--- src/rtl/mem_wb_stage_pkg.sv ---
// Shared CPU types for the memory/writeback slice.
//   WORD_W      : data/address width
//   word_t      : one data word
//   regbits_t   : register file index
//   memtoreg_t  : writeback source select (ALU, load, LUI, PC+4)
package cpu_types_pkg;

  localparam int WORD_W = 32;
  localparam int REG_W  = 5;

  typedef logic [WORD_W-1:0] word_t;
  typedef logic [REG_W-1:0]  regbits_t;

  typedef enum logic [1:0] {
    ALU_SEL  = 2'd0,
    LOAD_SEL = 2'd1,
    LUI_SEL  = 2'd2,
    PC4_SEL  = 2'd3
  } memtoreg_t;

endpackage

--- src/rtl/mem_wb_stage_if.sv ---
// Bundle of the EX/MEM inputs, dcache request/response and MEM/WB outputs
// seen by the memory stage.
//   slave  : the memory stage view (EX/MEM + dcache response in, requests + MEM/WB out)
//   master : the surrounding pipeline / cache view
interface mem_wb_stage_if;
  import cpu_types_pkg::*;

  // pipeline strobe and dcache response
  logic       ihit;
  logic       dhit;
  word_t      dmemload;
  // EX/MEM latch
  logic       dREN_in;
  logic       dWEN_in;
  word_t      dmemstore_in;
  word_t      portO_in;
  logic       RegWr_in;
  logic [1:0] MemToReg_in;
  word_t      luiValue_in;
  word_t      pcp4_in;
  regbits_t   wsel_in;
  logic       halt_in;
  // dcache request
  logic       dmemREN;
  logic       dmemWEN;
  word_t      dmemaddr;
  word_t      dmemstore;
  // hazard
  logic       mem_stall;
  // MEM/WB latch
  logic       RegWr_out;
  regbits_t   wsel_out;
  word_t      wdat_out;
  logic       halt_out;

  modport slave (
    input  ihit, dhit, dmemload,
    input  dREN_in, dWEN_in, dmemstore_in, portO_in, RegWr_in, MemToReg_in,
    input  luiValue_in, pcp4_in, wsel_in, halt_in,
    output dmemREN, dmemWEN, dmemaddr, dmemstore, mem_stall,
    output RegWr_out, wsel_out, wdat_out, halt_out
  );

  modport master (
    output ihit, dhit, dmemload,
    output dREN_in, dWEN_in, dmemstore_in, portO_in, RegWr_in, MemToReg_in,
    output luiValue_in, pcp4_in, wsel_in, halt_in,
    input  dmemREN, dmemWEN, dmemaddr, dmemstore, mem_stall,
    input  RegWr_out, wsel_out, wdat_out, halt_out
  );

endinterface

--- src/rtl/mem_wb_stage_wb_select.sv ---
// Combinational 4:1 writeback source mux.
//   i_sel  : memtoreg_t select
//   i_alu  : ALU result
//   i_ld   : load data
//   i_lui  : LUI immediate word
//   i_pc4  : PC+4 link value
//   o_wdat : selected writeback word
module wb_select
  import cpu_types_pkg::*;
(
  input  memtoreg_t i_sel,
  input  word_t     i_alu,
  input  word_t     i_ld,
  input  word_t     i_lui,
  input  word_t     i_pc4,
  output word_t     o_wdat
);

  always_comb begin
    o_wdat = i_alu;
    unique case (i_sel)
      ALU_SEL:  o_wdat = i_alu;
      LOAD_SEL: o_wdat = i_ld;
      LUI_SEL:  o_wdat = i_lui;
      PC4_SEL:  o_wdat = i_pc4;
      default:  o_wdat = i_alu;
    endcase
  end

endmodule

--- src/rtl/mem_wb_stage.sv ---
// Memory stage + MEM/WB latch of the 5-stage pipeline.
// Issues the dcache request from the EX/MEM latch, stalls the front of the
// pipeline until the access completes, picks the writeback word and latches
// it for the register file.
//   CLK  : pipeline clock
//   nRST : asynchronous active-low reset
//   bus  : mem_wb_stage_if.slave (EX/MEM in, dcache req/resp, MEM/WB out)
module mem_wb_stage
  import cpu_types_pkg::*;
(
  input  logic           CLK,
  input  logic           nRST,
  mem_wb_stage_if.slave  bus
);

  // DONE: access finished but the pipeline has not advanced yet, so the
  // request must not be reissued. HALTED is absorbing until reset.
  typedef enum logic [1:0] {
    IDLE   = 2'd0,
    DONE   = 2'd1,
    HALTED = 2'd2
  } mem_state_t;

  mem_state_t r_state, w_next_state;
  word_t      r_ld_buf;
  logic       r_regwr;
  regbits_t   r_wsel;
  word_t      r_wdat;
  logic       r_halt;

  logic  w_mem_op;
  logic  w_idle;
  logic  w_mem_stall;
  logic  w_advance;
  word_t w_ld;
  word_t w_wb_mux;

  assign w_mem_op = bus.dREN_in | bus.dWEN_in;
  assign w_idle   = (r_state == IDLE);

  // Requests are gated by nRST so an in-flight access drops the moment
  // reset asserts, not at the next clock.
  assign bus.dmemREN   = nRST & bus.dREN_in & w_idle;
  assign bus.dmemWEN   = nRST & bus.dWEN_in & w_idle;
  assign bus.dmemaddr  = bus.portO_in;
  assign bus.dmemstore = bus.dmemstore_in;

  assign w_mem_stall   = nRST & w_mem_op & w_idle & ~bus.dhit;
  assign bus.mem_stall = w_mem_stall;

  assign w_advance = bus.ihit & ~w_mem_stall & (r_state != HALTED);

  // Load data bypasses the buffer in the dhit cycle so a same-cycle
  // dhit+ihit latches with no extra cycle.
  assign w_ld = bus.dhit ? bus.dmemload : r_ld_buf;

  wb_select u_wb_select (
    .i_sel  (memtoreg_t'(bus.MemToReg_in)),
    .i_alu  (bus.portO_in),
    .i_ld   (w_ld),
    .i_lui  (bus.luiValue_in),
    .i_pc4  (bus.pcp4_in),
    .o_wdat (w_wb_mux)
  );

  always_comb begin
    w_next_state = r_state;
    unique case (r_state)
      IDLE: begin
        if (w_advance && bus.halt_in)
          w_next_state = HALTED;
        else if (w_mem_op && bus.dhit && !bus.ihit)
          w_next_state = DONE;
        else
          w_next_state = IDLE;
      end
      DONE: begin
        if (bus.ihit)
          w_next_state = bus.halt_in ? HALTED : IDLE;
      end
      HALTED:  w_next_state = HALTED;
      default: w_next_state = IDLE;
    endcase
  end

  always_ff @(posedge CLK or negedge nRST) begin
    if (!nRST) begin
      r_state  <= IDLE;
      r_ld_buf <= '0;
    end else begin
      r_state <= w_next_state;
      if (bus.dhit && w_idle)
        r_ld_buf <= bus.dmemload;
    end
  end

  always_ff @(posedge CLK or negedge nRST) begin
    if (!nRST) begin
      r_regwr <= 1'b0;
      r_wsel  <= '0;
      r_wdat  <= '0;
      r_halt  <= 1'b0;
    end else if (w_advance) begin
      r_regwr <= bus.RegWr_in;
      r_wsel  <= bus.wsel_in;
      r_wdat  <= w_wb_mux;
      r_halt  <= bus.halt_in;
    end
  end

  assign bus.RegWr_out = r_regwr;
  assign bus.wsel_out  = r_wsel;
  assign bus.wdat_out  = r_wdat;
  assign bus.halt_out  = r_halt;

endmodule

--- src/flat_wrapper.sv ---
// flat-port wrapper written by rule: the top's interface ports become plain ports
module mem_wb_stage_flat import cpu_types_pkg::*;
  (CLK, nRST, bus_ihit, bus_dhit, bus_dmemload, bus_dREN_in, bus_dWEN_in, bus_dmemstore_in, bus_portO_in, bus_RegWr_in, bus_MemToReg_in, bus_luiValue_in, bus_pcp4_in, bus_wsel_in, bus_halt_in, bus_dmemREN, bus_dmemWEN, bus_dmemaddr, bus_dmemstore, bus_mem_stall, bus_RegWr_out, bus_wsel_out, bus_wdat_out, bus_halt_out);
  mem_wb_stage_if bus_i ();
  input  logic CLK;
  input  logic nRST;
  input wire logic [$bits(bus_i.ihit)-1:0] bus_ihit;
  input wire logic [$bits(bus_i.dhit)-1:0] bus_dhit;
  input wire logic [$bits(bus_i.dmemload)-1:0] bus_dmemload;
  input wire logic [$bits(bus_i.dREN_in)-1:0] bus_dREN_in;
  input wire logic [$bits(bus_i.dWEN_in)-1:0] bus_dWEN_in;
  input wire logic [$bits(bus_i.dmemstore_in)-1:0] bus_dmemstore_in;
  input wire logic [$bits(bus_i.portO_in)-1:0] bus_portO_in;
  input wire logic [$bits(bus_i.RegWr_in)-1:0] bus_RegWr_in;
  input wire logic [$bits(bus_i.MemToReg_in)-1:0] bus_MemToReg_in;
  input wire logic [$bits(bus_i.luiValue_in)-1:0] bus_luiValue_in;
  input wire logic [$bits(bus_i.pcp4_in)-1:0] bus_pcp4_in;
  input wire logic [$bits(bus_i.wsel_in)-1:0] bus_wsel_in;
  input wire logic [$bits(bus_i.halt_in)-1:0] bus_halt_in;
  output wire logic [$bits(bus_i.dmemREN)-1:0] bus_dmemREN;
  output wire logic [$bits(bus_i.dmemWEN)-1:0] bus_dmemWEN;
  output wire logic [$bits(bus_i.dmemaddr)-1:0] bus_dmemaddr;
  output wire logic [$bits(bus_i.dmemstore)-1:0] bus_dmemstore;
  output wire logic [$bits(bus_i.mem_stall)-1:0] bus_mem_stall;
  output wire logic [$bits(bus_i.RegWr_out)-1:0] bus_RegWr_out;
  output wire logic [$bits(bus_i.wsel_out)-1:0] bus_wsel_out;
  output wire logic [$bits(bus_i.wdat_out)-1:0] bus_wdat_out;
  output wire logic [$bits(bus_i.halt_out)-1:0] bus_halt_out;
  assign bus_i.ihit = bus_ihit;
  assign bus_i.dhit = bus_dhit;
  assign bus_i.dmemload = bus_dmemload;
  assign bus_i.dREN_in = bus_dREN_in;
  assign bus_i.dWEN_in = bus_dWEN_in;
  assign bus_i.dmemstore_in = bus_dmemstore_in;
  assign bus_i.portO_in = bus_portO_in;
  assign bus_i.RegWr_in = bus_RegWr_in;
  assign bus_i.MemToReg_in = bus_MemToReg_in;
  assign bus_i.luiValue_in = bus_luiValue_in;
  assign bus_i.pcp4_in = bus_pcp4_in;
  assign bus_i.wsel_in = bus_wsel_in;
  assign bus_i.halt_in = bus_halt_in;
  assign bus_dmemREN = bus_i.dmemREN;
  assign bus_dmemWEN = bus_i.dmemWEN;
  assign bus_dmemaddr = bus_i.dmemaddr;
  assign bus_dmemstore = bus_i.dmemstore;
  assign bus_mem_stall = bus_i.mem_stall;
  assign bus_RegWr_out = bus_i.RegWr_out;
  assign bus_wsel_out = bus_i.wsel_out;
  assign bus_wdat_out = bus_i.wdat_out;
  assign bus_halt_out = bus_i.halt_out;
  mem_wb_stage u_core (.CLK(CLK), .nRST(nRST), .bus(bus_i));
endmodule
--- config.mk ---
export PLATFORM = sky130hd
export DESIGN_NAME = mem_wb_stage_flat
export DESIGN_NICKNAME = d
export VERILOG_FILES = /design/src/rtl/mem_wb_stage_pkg.sv /design/src/rtl/mem_wb_stage_if.sv /design/src/rtl/mem_wb_stage_wb_select.sv /design/src/rtl/mem_wb_stage.sv /design/src/flat_wrapper.sv
export SDC_FILE = /design/constraint.sdc
export NUM_CORES = 1
export LEC_CHECK = 0
export CAP_MARGIN = 40
export CORE_ASPECT_RATIO = 1.75
export CORE_MARGIN = 4
export CORE_UTILIZATION = 40
export DETAILED_ROUTE_END_ITERATION = 12
export PLACE_DENSITY_LB_ADDON = 0.15
export SLEW_MARGIN = 10
export SYNTH_ARGS = -nofsm -noshare
export SYNTH_HDL_FRONTEND = slang
export SYNTH_SLANG_ARGS = --single-unit
--- constraint.sdc ---
create_clock -name CLK -period 3.33 [get_ports CLK]
set_clock_uncertainty 0.1 [all_clocks]
set_input_delay 0.8325 -clock CLK [delete_from_list [all_inputs] [get_ports CLK]]
set_output_delay 0.8325 -clock CLK [all_outputs]
set_load 0.005 [all_outputs]
==> run_results.csv <==
group,metric,value,unit
grt,gr-total-overflow,0,
placement,dpl.hpwl,8.90,mm
drt,final_antenna_net_count,0,
timing,setup_slack,0.193,ns
timing,fin_crit_sh,94.2,%
clock_network,clk_path_buf_depth,2,
synth,seq_area_frac_synth,41.0,%
clock_network,insertion_delay,0.32,ns
synth,netlist_area,0.00445,mm2
power,ir_drop,0.000448,V
synth,yosysTopAreaCellShare,41.0,%
power,p_leak,2.58,nW
clock_network,clk_pin_slew,0.05,ns
floorplanning,die_y,148,um
worst_setup_path,end_kind,"primary output",
drt,vias,3052,
floorplanning,io-pin-count,281,
synth,syn_inst,305,
floorplanning,core_area,0.0108,mm2
grt,grt_antenna_before_repair,0,
timing,fin_crit,3.14,ns
worst_setup_path,critPathKind,"primary input to primary output",
layout,syn2layout_area_growth,46.9,%
layout,num-nets-final,631,
flow_run,maxCapViolCount,0,
synth,synth.area.top_cells,"dfrtp_1 (41%), mux2_2 (22%), mux4_2 (16%)",
clock_network,root_buffer,"clkbuf_16",
layout,design_area,0.00654,mm2
synth,syn_nets,480,
floorplanning,die_x,87.8,um
timing,fmax,319,MHz
worst_setup_path,cp.required,2.40,ns
clock_network,numCtsBuffers,9,
placement,place.gp.congestion,0.845,
grt,grt_max_degree,42,
placement,place_area,0.00623,mm2
worst_setup_path,cp.arrival,2.20,ns
grt,grt_pass1_wl,17.8,mm
grt,grt_use_total,18.1,%
timing,grt_setup_unrepaired,"no",
clock_network,cts_tree,"built",
worst_setup_path,crit_fanout,3,
layout,drive_gt1_share,33.0,%
grt,grt_pass1_vias,3401,
timing,max_slew_margin,45.5,%
power,powerDensity,659,mW/mm2
synth,syn_area_per_cell,14.6,um2
placement,io_buffers,216,
floorplanning,rows,50,
timing,finalSetupViolCount,0,
hold_path,holdCritPathClass,"flop to flop",
clock_network,post_cts_buffers,0,
timing,slew_viol_final,0,
timing,setup-tns-final,0,ns
drt,routed_wl,11.4,mm
drt,wl_per_cell,19.3,um
layout,fillers,909,
synth,synth.distinct_cells,22,
layout,antenna_cells,0,
timing,hold_viol,0,
synth,yosys.area.top_type,"dfrtp_1",
timing,tightestPinTransition,0.818,ns
synth,synth_seq_cells,73,
clock_network,cts_max_level,3,
drt,drtIter0Drc,40,
outcome,status,"finished, final reports clean",
floorplanning,die_area,0.0130,mm2
power,finalPower,4.31,mW
placement,dp_slack,0.204,ns
clock_network,cts_resized,0,
worst_setup_path,startpoint_type,"primary input",
drt,drc,0,
clock_network,cts.sinks,73,
floorplanning,initial_core_util,41.1,%
drt,firstDrtPassIters,4,
drt,vias_per_cell,5.16,
clock_network,ctsHoldBuffers,0,
synth,ys_warn_count,0,
[per-layer routing]
metal	vias to the layer above	track usage (%)	routed length (um)
met1	1509	18.3	3520
met3	27	3.40	954
met2	148	34.4	6630
met5	-	0	0
met4	0	8.29	290
li1	1368	-	-
[through the flow]
step	util [%]	std cells	hold slack, ns
after CTS	60.4	591	0.388
after global routing	60.4	591	0.413
after floorplan	-	305	0.354
after global placement	57.4	574	0.364
after detailed placement	57.6	575	0.376
final	60.4	591	0.384
[flip-flops by register name, indices dropped and copies added, names as in the netlist]
signal,cells
u_core.bus.RegWr_out,1
u_core.r_state,2
u_core.r_ld_buf,32
u_core.bus.wdat_out,32
u_core.bus.halt_out,1
u_core.bus.wsel_out,5
[worst max-delay path: stages]
cell	delay (ns)
clkdlybuf4s50_1	0.50
nor2_1	0.08
nor3_1	0.22
clkdlybuf4s50_1	0.57
[cell usage in the layout (no fill, tap or decap), drive strengths merged]
cell	instances
nand2	1
o21ai	1
dfrtp	73
buf	11
mux2	103
mux4	32
clkinv	1
clkdlybuf4s50	212
nand2b	1
o31ai	1
and2	1
o311ai	1
a211oi	1
bufinv	1
clkbuf	14
nor3	1
and3	2
nor2	2
or3b	1
inv	1
[cells in the mapped netlist]
master,count
o21ai_0,1
and2_1,1
buf_2,6
nand2b_1,1
nand2_1,1
buf_4,66
clkbuf_1,5
o311ai_4,1
mux2_4,6
nor3_1,1
or3b_4,1
inv_1,1
a211oi_1,1
nor2_1,2
o31ai_1,1
buf_12,1
mux2_2,86
and3_1,2
dfrtp_1,73
mux2_1,11
buf_6,5
mux4_2,32
[cell families (layout without fill, tap and decap cells)]
kind of cell / after synthesis / in the layout / synth area share (%)
AO/OA/AOI/OAI: 4 / 4 / 1.04
flip-flops: 73 / 73 / 41.0
buffers and inverters: 84 / 240 / 14.0
AND/OR/NAND/NOR: 9 / 9 / 1.18
multiplexers: 135 / 135 / 42.7
[worst paths after layout]
path                                          from                      to  slack [ns]  cells past startpoint
worst max register to register   u_core.r_state[1]  u_core.bus.wdat_out[0]        1.19                      4
worst min register to register  u_core.r_ld_buf[3]      u_core.r_ld_buf[3]        0.38                      1
worst min-delay path            u_core.r_ld_buf[3]      u_core.r_ld_buf[3]        0.38                      1
min in group asynchronous                     nRST  u_core.bus.wsel_out[4]        0.50                      2
max in group asynchronous                     nRST     u_core.r_ld_buf[13]        2.05                      3
worst max-delay path                   bus_dREN_in           bus_mem_stall        0.19                      4
[area by class of cell]
class	instances	area (um2)	share of cell area (%)
clock buffer	14	274	4.19
timing repair buffer	223	2230	34.2
inverter	1	3.75	0.0574
sequential	73	1830	27.9
clock inverter	2	35.0	0.536
multi-input combinational	148	2000	30.6
tap	130	163	2.49
[where the power goes]
group	total [mW]	switching [mW]	internal, mW
Combinational	1.77	0.539	1.23
Clock	0.982	0.342	0.640
Sequential	1.56	0.216	1.34
Total	4.31	1.10	3.21
No activity file was read; power rests on OpenSTA's default activity.
